--- src/rtl/vgacon_text_ctrl.sv ---
// Command sequencer for the VGA console text buffer: owns the buffer write port and
// runs cursor advance, hardware clear and hardware scroll-up (row copy + blank fill).
module vgacon_text_ctrl #(
  parameter int         COLS  = 12,
  parameter int         ROWS  = 4,
  parameter int         AW    = 6,
  parameter logic [6:0] BLANK = 7'h20
) (
  input  logic          clk,
  input  logic          reset,
  input  logic          cmd_valid,
  input  logic [1:0]    cmd_op,
  input  logic [6:0]    cmd_data,
  output logic          cmd_ready,
  output logic          buf_we,
  output logic [AW-1:0] buf_waddr,
  output logic [6:0]    buf_wdata,
  output logic [AW-1:0] buf_raddr,
  input  logic [6:0]    buf_rdata,
  output logic [AW-1:0] cursor,
  output logic          busy,
  output logic          done
);

  localparam int CELLS = COLS * ROWS;
  localparam logic [AW-1:0] LAST   = AW'(CELLS - 1);
  localparam logic [AW-1:0] SPAN   = AW'(CELLS - COLS);
  localparam logic [AW-1:0] C_COLS = AW'(COLS);
  localparam logic [AW:0]   C_CELLS = (AW+1)'(CELLS);

  localparam logic [1:0] OP_PUTC    = 2'b00;
  localparam logic [1:0] OP_SETCUR  = 2'b01;
  localparam logic [1:0] OP_CLEAR   = 2'b10;
  localparam logic [1:0] OP_NEWLINE = 2'b11;

  typedef enum logic [1:0] {S_IDLE, S_COPY, S_FILL, S_CLEAR} state_t;

  state_t        r_state;
  logic [AW-1:0] r_cursor;
  logic [AW-1:0] r_cnt;
  logic          r_we;
  logic [AW-1:0] r_waddr;
  logic [6:0]    r_wdata;
  logic [AW-1:0] r_raddr;
  logic          r_done;

  logic          w_idle;
  logic          w_putc;
  logic          w_newline;
  logic          w_setcur;
  logic          w_clear;
  logic          w_last_row;
  logic          w_setcur_ok;
  logic [AW-1:0] w_row;
  logic [AW-1:0] w_next_row;

  assign w_idle      = (r_state == S_IDLE);
  assign w_putc      = cmd_valid && (cmd_op == OP_PUTC) && (cmd_data != 7'h0A);
  assign w_newline   = cmd_valid && ((cmd_op == OP_NEWLINE) ||
                                     ((cmd_op == OP_PUTC) && (cmd_data == 7'h0A)));
  assign w_setcur    = cmd_valid && (cmd_op == OP_SETCUR);
  assign w_clear     = cmd_valid && (cmd_op == OP_CLEAR);
  assign w_row       = r_cursor / C_COLS;
  assign w_next_row  = (w_row + AW'(1)) * C_COLS;
  assign w_last_row  = (r_cursor >= SPAN);
  assign w_setcur_ok = ({1'b0, cmd_data[AW-1:0]} < C_CELLS);

  always_ff @(posedge clk or posedge reset) begin
    if (reset) begin
      r_state  <= S_IDLE;
      r_cursor <= '0;
      r_cnt    <= '0;
      r_we     <= 1'b0;
      r_waddr  <= '0;
      r_wdata  <= '0;
      r_raddr  <= '0;
      r_done   <= 1'b0;
    end else begin
      r_done <= 1'b0;
      case (r_state)
        S_IDLE: begin
          r_we <= 1'b0;
          if (w_putc) begin
            r_we    <= 1'b1;
            r_waddr <= r_cursor;
            r_wdata <= cmd_data;
            if (r_cursor == LAST) begin
              r_state  <= S_COPY;
              r_cursor <= SPAN;
              r_raddr  <= C_COLS;
              r_cnt    <= '0;
            end else begin
              r_cursor <= r_cursor + AW'(1);
            end
          end else if (w_newline) begin
            if (w_last_row) begin
              r_state  <= S_COPY;
              r_cursor <= SPAN;
              r_raddr  <= C_COLS;
              r_cnt    <= '0;
            end else begin
              r_cursor <= w_next_row;
            end
          end else if (w_setcur) begin
            r_cursor <= w_setcur_ok ? cmd_data[AW-1:0] : '0;
          end else if (w_clear) begin
            r_state  <= S_CLEAR;
            r_cursor <= '0;
            r_we     <= 1'b1;
            r_waddr  <= '0;
            r_wdata  <= BLANK;
          end
        end
        // r_cnt = k: read cell k+COLS issued last cycle lands in cell k next cycle
        S_COPY: begin
          r_we <= 1'b1;
          if (r_cnt == SPAN) begin
            r_state <= S_FILL;
            r_waddr <= SPAN;
            r_wdata <= BLANK;
          end else begin
            r_waddr <= r_cnt;
            r_cnt   <= r_cnt + AW'(1);
            if (r_cnt != SPAN - AW'(1))
              r_raddr <= r_cnt + C_COLS + AW'(1);
          end
        end
        S_FILL, S_CLEAR: begin
          if (r_waddr == LAST) begin
            r_state <= S_IDLE;
            r_we    <= 1'b0;
            r_done  <= 1'b1;
          end else begin
            r_waddr <= r_waddr + AW'(1);
          end
        end
        default: r_state <= S_IDLE;
      endcase
    end
  end

  // Copy writes take the RAM read data of the same cycle; everything else is registered.
  assign buf_wdata = ((r_state == S_COPY) && (r_cnt != '0)) ? buf_rdata : r_wdata;
  assign buf_we    = r_we;
  assign buf_waddr = r_waddr;
  assign buf_raddr = r_raddr;
  assign cursor    = r_cursor;
  assign done      = r_done;
  assign cmd_ready = w_idle;
  assign busy      = !w_idle;

endmodule

--- config.mk ---
export PLATFORM = sky130hd
export DESIGN_NAME = vgacon_text_ctrl
export DESIGN_NICKNAME = d
export VERILOG_FILES = /design/src/rtl/vgacon_text_ctrl.sv
export SDC_FILE = /design/constraint.sdc
export NUM_CORES = 1
export LEC_CHECK = 0
export CORE_ASPECT_RATIO = 1.75
export CORE_MARGIN = 10
export CORE_UTILIZATION = 46
export DETAILED_ROUTE_END_ITERATION = 10
export PLACE_DENSITY_LB_ADDON = 0.15
export SLEW_MARGIN = 40
export SYNTH_ARGS = -nofsm -noshare
export SYNTH_HDL_FRONTEND = slang
export SYNTH_SLANG_ARGS = --single-unit
--- constraint.sdc ---
create_clock -name clk -period 2.7 [get_ports clk]
set_input_delay 0.405 -clock clk [delete_from_list [all_inputs] [get_ports clk]]
set_output_delay 0.405 -clock clk [all_outputs]
set_load 0.02 [all_outputs]
==> results.toml, run 1 <==
[run_status]
status = "completed"

[die]
fp.dieH_um = 116
die_w_um = 74.6
core_mm2 = 0.00502
start_util_pct = 47.9
rows = 34
die_area_mm2 = 0.00863
ios = 48

[synth]
syn-cell-area_mm2 = 0.00240
yosysWarnings = 0
seq_area_frac_synth_pct = 36.4
synth_top_area_share_pct = 36.4
ys_seq_elements = 35
yosys_most_used_dff = "dfrtp_1"
netlist_instances = 259
syn-num-nets = 286
synth_top_area_cell = "dfrtp_1"
synth_edf_count = 0
yosysUniqueCellTypes = 55
syn_avg_cell_area_um2 = 9.28
async_reset_ff_share_pct = 100
synth_top_cells_by_area = "dfrtp_1, mux2_2, o21ai_0"

[global_routing]
grt_pass1_wl_um = 11000
grt_pass1_vias = 2295
grt_max_degree = 36
grt_usage_pct = 16.1
antenna_found_initial = 0
overflow = 0

[detailed_routing]
ant_nets = 0
drt_iter0_drc = 152
vias = 2238
drc = 0
wl_per_cell_um = 17.6
dr.pass1.iters = 4
vias_per_cell = 5.94
totalWireLength_um = 6620

[critical_path]
critPathCaptureType = "primary output"
path_class = "register to primary output"
r2r-start = "cursor[5]$_DFFE_PP0P_"
cp_max_fo = 8
worst-r2r-cell-count = 9
timing.rr.end = "cursor[4]$_DFFE_PP0P_"
crit_path_start_kind = "register"
crit_required_ns = 2.30
worstPathArrival_ns = 2.16
ff2ff_setup_slack_ns = 0.20

[cts]
htree_levels = 2
cts.sinks = 35
cts_tree = "done"
clk_path_buf_depth = 2
clock_latency_ns = 0.29
cts_root_buffer = "clkbuf_8"
path_clk_slew_ns = 0.08
numCtsBuffers = 5

[timing]
worst_slew_pin_slew_ns = 0.623
period_minus_slack_ns = 2.57
finalMaxSlewViolations = 0
hold_viol = 0
finalSetupViolCount = 0
skew_ns = 0.00510
rsz0062_at_grt = "no"
min_period_over_period_pct = 95.1
fmax_ghz = 0.390
timing.final.ws_setup_ns = 0.134
max_slew_margin_pct = 58.4

[power_and_ir_drop]
p_int_w = 0.00192
p_clk_share_pct = 14.3
combPwrFrac_pct = 55.3
leakage_nw = 1.38
p_per_area_mw_per_mm2 = 1050
p_switching_w = 0.00142
sequentialPowerShare_pct = 30.5
sw_frac_of_total_pct = 42.5
ir_drop_mv = 0.588

[final_layout]
finalNetCount = 349
layout-drive-gt1-share_pct = 20.1
area_delta_synth_final_pct = 31.9
num_antenna_cells = 0
layout_common_cells = "clkdlybuf4s50_1, dfrtp_1, buf_4"
final_cells = 377
layout_commonest_cell = "clkdlybuf4s50_1"

[placement]
place_ws_ns = -0.00370
place_inst = 365
gp_congestion = 0.918
portBuffers = 47
place_hpwl_um = 5230

[flow_run]
cap_violations = 0

[worst_hold_path]
min_path_type = "input pin to async pin"
==> stage by stage <==
| stage | hold slack (ns) | instance area (um2) | total power (W) | setup TNS, ns | utilization, % |
|---|---|---|---|---|---|
| final | 0.505 | 3170 | 0.00334 | 0 | 63.2 |
| after floorplan | 0.462 | 2400 | 0.00213 | 0 | - |
| after global routing | 0.528 | 3170 | 0.00360 | 0 | 63.2 |
| after CTS | 0.507 | 3130 | 0.00332 | 0 | 62.4 |
| after detailed placement | 0.485 | 3030 | 0.00289 | -0.00370 | 60.4 |
| after global placement | 0.485 | 3030 | 0.00286 | 0 | 60.3 |
==> kinds of logic (layout without fill, tap and decap cells) <==
family	after synthesis	in the layout	synth area share, %
muxes	16	16	7.50
DFF	35	35	36.4
adders and majority gates	8	8	4.48
and+or+nand+nor	83	83	19.9
AOI/OAI and AO/OA	76	76	22.8
xor gates and xnor gates	9	9	3.28
buffers and inverters	32	96	5.57
==> Yosys cell counts (3+ instances only) <==
| library cell | instances |
|---|---|
| nand3_1 | 6 |
| ha_1 | 7 |
| buf_2 | 5 |
| o21ai_2 | 3 |
| mux2_2 | 16 |
| nor2b_1 | 4 |
| inv_1 | 16 |
| a22o_1 | 7 |
| nand2b_1 | 5 |
| and3_1 | 3 |
| xnor2_1 | 5 |
| and2_1 | 4 |
| clkbuf_1 | 8 |
| nand2_1 | 21 |
| dfrtp_1 | 35 |
| nor3_1 | 7 |
| a221oi_1 | 4 |
| nor3b_1 | 4 |
| o21ai_0 | 20 |
| a21oi_1 | 10 |
| a21o_1 | 3 |
| xor2_1 | 4 |
| a221o_1 | 3 |
| nor2_1 | 13 |
| nand3b_1 | 3 |
| a31oi_1 | 5 |
==> repair_timing <==
| item | in CTS | in global routing |
|---|---|---|
| setup endpoints to repair | 7 | 6 |
| hold buffers | 0 | 0 |
| hold endpoints to repair | 0 | 0 |
| buffers inserted | 0 | 4 |
| pin swaps | 0 | 0 |
| cloned | 0 | 0 |
| gates resized for setup | 7 | 2 |
==> worst max-delay path by stage <==
stage / slack (ns) / start / depth (start not counted) / to
4_1_cts: 0.08 / r_cnt[0]$_DFFE_PP0P_ / 7 / buf_wdata[0]
2_1_floorplan: 0.22 / cursor[3]$_DFFE_PP0P_ / 10 / cursor[4]$_DFFE_PP0P_
6_report: 0.13 / r_cnt[0]$_DFFE_PP0P_ / 7 / buf_wdata[0]
3_3_place_gp: 0.04 / cmd_valid / 6 / buf_waddr[4]$_DFFE_PP0P_
3_5_place_dp: -0.004 / cmd_data[3] / 6 / buf_raddr[5]$_DFFE_PP0P_
5_1_grt: 0.002 / r_cnt[0]$_DFFE_PP0P_ / 7 / buf_wdata[0]
==> worst max-delay path, stage by stage, from the launching register on <==
cell,delay (ns)
dfrtp_2,0.41
inv_1,0.10
ha_1,0.20
nor3b_2,0.16
a21oi_1,0.15
buf_4,0.19
mux2_2,0.34
dlygate4sd2_1,0.32
==> state kept, by name, indices dropped and copies added (netlist names) <==
signal	flops
done	1
r_cnt	6
buf_waddr	6
buf_raddr	6
r_state	2
cursor	6
r_wdata	7
buf_we	1
==> layer usage <==
metal | GRT usage, % | up-vias | part of all wire [%]
li1 | - | 1068 | -
met1 | 16.2 | 1074 | 36
met2 | 30.0 | 77 | 56
met3 | 3.34 | 19 | 5.1
met4 | 7.61 | 0 | 3.0
met5 | 0 | - | 0
==> area by class of cell <==
| cell class | instances | area [um2] |
|---|---|---|
| Clock buffer | 5 | 68.8 |
| Clock inverter | 3 | 43.8 |
| Sequential cell | 35 | 877 |
| Timing Repair Buffer | 72 | 649 |
| Tap cell | 54 | 67.6 |
| Inverter | 16 | 60.1 |
| Multi-Input combinational cell | 192 | 1400 |
| Fill cell | 460 | 1850 |
==> power groups by stage <==
| stage | clock [W] | sequential, W | combinational (W) |
|---|---|---|---|
| 3_5_place_dp | 0 | 0.00102 | 0.00187 |
| 5_1_grt | 0.000513 | 0.00106 | 0.00203 |
| 4_1_cts | 0.000482 | 0.00101 | 0.00183 |
| 3_3_place_gp | 0 | 0.00102 | 0.00184 |
| 2_1_floorplan | 0 | 0.00100 | 0.00113 |
| 6_report | 0.000477 | 0.00102 | 0.00185 |
No activity file was read; power rests on OpenSTA's default activity.
==> run 2: changes to the inputs <==
==> constraint.sdc (replaced) <==
create_clock -name clk -period 2.84 [get_ports clk]
set_input_delay 0.426 -clock clk [delete_from_list [all_inputs] [get_ports clk]]
set_output_delay 0.426 -clock clk [all_outputs]
set_load 0.02 [all_outputs]
==> run 2 against run 1 <==
Final cell count down 0.53%. Clock skew up 0.00074 ns. Sequential power fell by 12%. Non-clock buffer count down 2. Hold slack better by 0.0012 ns. Setup slack better by 0.090 ns. Flip-flop and latch count is the same. Critical endpoint is now buf_wdata[6]. Largest power group unchanged.
==> results.toml, run 2 (synthesis results as in run 1) <==
[die]
core_mm2 = 0.00502
rows = 34
die_w_um = 74.6
die_area_mm2 = 0.00863
ios = 48
fp.dieH_um = 116
start_util_pct = 47.9

[power_and_ir_drop]
sequentialPowerShare_pct = 28.7
p_per_area_mw_per_mm2 = 996
p_switching_w = 0.00135
ir_drop_mv = 0.510
p_clk_share_pct = 12.9
sw_frac_of_total_pct = 43.1
leakage_nw = 1.40
combPwrFrac_pct = 58.5
p_int_w = 0.00178

[timing]
period_minus_slack_ns = 2.62
rsz0062_at_grt = "no"
fmax_ghz = 0.382
worst_slew_pin_slew_ns = 0.508
finalSetupTns_ns = 0
hold_viol = 0
min_period_over_period_pct = 92.1
skew_ns = 0.00583
finalSetupViolCount = 0
timing.final.ws_setup_ns = 0.224
max_slew_margin_pct = 65.9
finalMaxSlewViolations = 0
holdWs_ns = 0.506

[global_routing]
antenna_found_initial = 0
overflow = 0
grt_usage_pct = 16.4
grt_max_degree = 36
grt_pass1_wl_um = 11200
grt_pass1_vias = 2254

[detailed_routing]
vias_per_cell = 5.85
drt_iter0_drc = 138
dr.pass1.iters = 4
totalWireLength_um = 6860
ant_nets = 0
wl_per_cell_um = 18.3
vias = 2194
drc = 0

[critical_path]
cpPeakStageDelay_ns = 0.42
worstPathArrival_ns = 2.19
path_class = "register to primary output"
crit_chain = "inv_1 -> ha_1 -> nor3b_2 -> a21oi_1 -> buf_4 -> mux2_2 -> dlygate4sd2_1"
critPathCaptureType = "primary output"
crit_required_ns = 2.41
cp_max_fo = 8
cp_slowest_cell = "dfrtp_1"
crit_path_start_kind = "register"

[final_layout]
final_cells = 375
layout-drive-gt1-share_pct = 18.7
area_delta_synth_final_pct = 31.0
finalNetCount = 347
num_antenna_cells = 0
layout_commonest_cell = "clkdlybuf4s50_1"
largest_reg_flops = 7
regMostFlops = "r_wdata"
layout_common_cells = "clkdlybuf4s50_1, dfrtp_1, buf_4"

[placement]
place_hpwl_um = 5360
gp_congestion = 0.899
place_inst = 367
portBuffers = 47
place_ws_ns = 0.227

[cts]
htree_levels = 2
cts_root_buffer = "clkbuf_8"
cts.sinks = 35
clock_latency_ns = 0.29
post-cts-setup-buffers = 0
clk_path_buf_depth = 2
numCtsBuffers = 5
cts_tree = "done"
path_clk_slew_ns = 0.07

[flow_run]
cap_violations = 0

[run_status]
status = "completed"

[worst_hold_path]
min_path_type = "register to register"
## run 2: cell count changes in the layout (fill, tap and decap cells not counted), sizes merged
cell | before | now
bufinv | 1 | 0
buf | 25 | 23
clkinv | 2 | 0
dlygate4sd2 | 7 | 4
clkbuf | 5 | 8
dlymetal6s2s | 0 | 3
## run 2: power by group through the flow
stage | combinational [W] | clock, W | sequential [W]
after global placement | 0.00186 | 0 | 0.000898
after detailed placement | 0.00188 | 0 | 0.000903
after global routing | 0.00202 | 0.000431 | 0.000930
after CTS | 0.00186 | 0.000408 | 0.000895
after floorplan | 0.00107 | 0 | 0.000952
final | 0.00183 | 0.000403 | 0.000899
## run 2: path summary, 6_finish.rpt
check | startpoint | end | slack [ns] | cells past startpoint
max reg2reg | cursor[5]$_DFFE_PP0P_ | cursor[4]$_DFFE_PP0P_ | 0.33 | 7
max | r_cnt[0]$_DFFE_PP0P_ | buf_wdata[6] | 0.22 | 7
min | buf_raddr[5]$_DFFE_PP0P_ | buf_raddr[5]$_DFFE_PP0P_ | 0.51 | 1
min reg2reg | buf_raddr[5]$_DFFE_PP0P_ | buf_raddr[5]$_DFFE_PP0P_ | 0.51 | 1
max in group asynchronous | reset | buf_waddr[3]$_DFFE_PP0P_ | 1.96 | 3
min in group asynchronous | reset | buf_waddr[1]$_DFFE_PP0P_ | 0.55 | 3
## run 2: cell type report
| class | count | area, um2 |
|---|---|---|
| Fill cell | 446 | 1870 |
| Multi-Input combinational cell | 192 | 1400 |
| Timing Repair Buffer | 70 | 646 |
| Sequential cell | 35 | 876 |
| Clock buffer | 8 | 100 |
| Inverter | 16 | 60.1 |
| Tap cell | 54 | 67.6 |
## run 2: worst max-delay path, delay by kind of cell (launching register included)
family,cells,cell delay [ns]
AOI/OAI and AO/OA,1,0.14
DFF,1,0.42
buffers and inverters,3,0.63
muxes,1,0.34
and+or+nand+nor,1,0.16
adders and majority gates,1,0.21
## run 2: what timing repair did
action,4_1_cts,5_1_grt
hold buffers,0,0
resized for setup,4,4
setup endpoints to repair,6,3
## run 2: routing by layer
layer	GRT usage, %	part of all wire, %
met5	0	0
met4	5.08	1.3
met3	2.57	3.3
met2	31.3	58
met1	17.4	37
## run 2: metrics by stage
step           area (um2)  util, %  power [W]
6_report             3150     62.7    0.00314
5_1_grt              3150     62.7    0.00338
4_1_cts              3140     62.5    0.00316
3_5_place_dp         3040     60.6    0.00278
3_3_place_gp         3040     60.6    0.00275
2_1_floorplan        2400        -    0.00203
==> run 3: changes to the inputs <==
--- a/config.mk
+++ b/config.mk
@@ -9,7 +9,8 @@
 export CORE_MARGIN = 10
 export CORE_UTILIZATION = 46
 export DETAILED_ROUTE_END_ITERATION = 10
-export PLACE_DENSITY_LB_ADDON = 0.15
+export GPL_ROUTABILITY_DRIVEN = 0
+export PLACE_DENSITY = 0.73
 export SLEW_MARGIN = 40
 export SYNTH_ARGS = -nofsm -noshare
 export SYNTH_HDL_FRONTEND = slang
==> run 3 against run 2 <==
Clock power grew 16%. Setup slack lost 0.034 ns. First-iteration DRC count grew 37%. Clock skew is essentially flat. Highest routed layer unchanged.
==> results.toml, run 3 (synthesis results as in run 1) <==
[detailed_routing]
vias_per_cell = 5.89
totalWireLength_um = 6630
dr.pass1.iters = 4
drt_iter0_drc = 189
drc = 0
wl_per_cell_um = 17.7
vias = 2201
ant_nets = 0

[final_layout]
finalNetCount = 346
layout_commonest_cell = "clkdlybuf4s50_1"
regMostFlops = "r_wdata"
layout_common_cells = "clkdlybuf4s50_1, dfrtp_1, buf_4"
num_antenna_cells = 0
area_delta_synth_final_pct = 31.6
layout-drive-gt1-share_pct = 19.1
largest_reg_flops = 7
fill_cells = 444

[power_and_ir_drop]
leakage_nw = 1.40
ir_drop_mv = 0.551
p_per_area_mw_per_mm2 = 1000

[die]
ios = 48
die_area_mm2 = 0.00863
rows = 34
start_util_pct = 47.9
core_mm2 = 0.00502
die_w_um = 74.6
fp.dieH_um = 116

[global_routing]
grt_usage_pct = 16.3
overflow = 0
grt_max_degree = 36
grt_pass1_vias = 2324
antenna_found_initial = 0
grt_pass1_wl_um = 11200

[worst_hold_path]
min_from = "r_wdata[3]$_DFFE_PP0P_"
min_to = "r_wdata[3]$_DFFE_PP0P_"
min_path_type = "register to register"
worstHoldPathCells = 1

[timing]
rsz0062_at_grt = "no"
worst_slew_pin_slew_ns = 0.625
skew_ns = 0.00552
finalSetupTns_ns = 0
hold_viol = 0
max_slew_margin_pct = 58.2
holdWs_ns = 0.501
finalMaxSlewViolations = 0
min_period_over_period_pct = 93.3
fmax_ghz = 0.377
period_minus_slack_ns = 2.65
finalSetupViolCount = 0

[critical_path]
worst-r2r-cell-count = 7
crit_chain = "inv_1 -> ha_1 -> nor3b_2 -> a21oi_1 -> buf_4 -> mux2_2 -> dlygate4sd2_1"
cp_slowest_cell = "dfrtp_1"
cpPeakStageDelay_ns = 0.44
crit_path_start_kind = "register"
path_class = "register to primary output"
crit_required_ns = 2.41
critPathCaptureType = "primary output"
cp_max_fo = 8
worstPathArrival_ns = 2.22
timing.rr.end = "cursor[4]$_DFFE_PP0P_"
ff2ff_setup_slack_ns = 0.39
cp_num_buf_inv = 3
r2r-start = "cursor[5]$_DFFE_PP0P_"
cpLargestDelayFamily = "buffers and inverters"

[cts]
cts.sinks = 35
numCtsBuffers = 5
cts_root_buffer = "clkbuf_8"
hold_buffers = 0
clk_path_buf_depth = 2
path_clk_slew_ns = 0.07
post-cts-setup-buffers = 0
cts_tree = "done"
htree_levels = 2
cts-resized-gates = 5
clock_latency_ns = 0.29

[placement]
place_hpwl_um = 5260
portBuffers = 47

[flow_run]
cap_violations = 0

[run_status]
status = "completed"
run 3: area by class of cell:
class                   count  area (um2)  share of cell area, %
repair buffers             69         638                   20.2
well taps                  54        67.6                   2.14
multi-input cells         192        1400                   44.4
inverters                  16        60.1                   1.90
flip-flops and latches     35         876                   27.7
clock inverters             2        35.0                   1.11
clock buffers               6        82.6                   2.61
run 3: worst max path at each step:
stage                                     start               endpoint  slack [ns]  cells after the start
final                      r_cnt[1]$_DFFE_PP0P_           buf_wdata[2]        0.19                      7
after detailed placement   r_cnt[1]$_DFFE_PP0P_           buf_wdata[2]        0.15                      7
after global routing      cursor[5]$_DFFE_PP0P_  cursor[4]$_DFFE_PP0P_        0.09                      7
after floorplan           cursor[3]$_DFFE_PP0P_  cursor[4]$_DFFE_PP0P_        0.36                     10
after global placement     r_cnt[1]$_DFFE_PP0P_           buf_wdata[2]        0.19                      7
after CTS                  r_cnt[1]$_DFFE_PP0P_           buf_wdata[1]       0.004                      7
run 3: metrics by stage:
stage	total power [W]	instance area (um2)	util [%]	std cells	setup WS, ns
finish	0.00317	3160	63.0	374	0.190
global route	0.00341	3160	63.0	374	0.0912
CTS	0.00320	3160	62.9	374	0.00391
detailed placement	0.00275	3040	60.5	366	0.152
global placement	0.00271	3030	60.4	366	0.195
floorplan	0.00203	2400	-	259	0.363
run 3: per-layer routing:
layer / share of wire (%) / GRT usage, %
met2: 57 / 31.4
met3: 3.4 / 2.14
met1: 37 / 16.3
met4: 2.7 / 7.36
met5: 0 / 0
run 3: power by group:
group | total (W) | internal [W] | switching (W)
combinational | 0.00180 | 0.000851 | 0.000945
sequential | 0.000906 | 0.000698 | 0.000208
clock | 0.000469 | 0.000284 | 0.000185
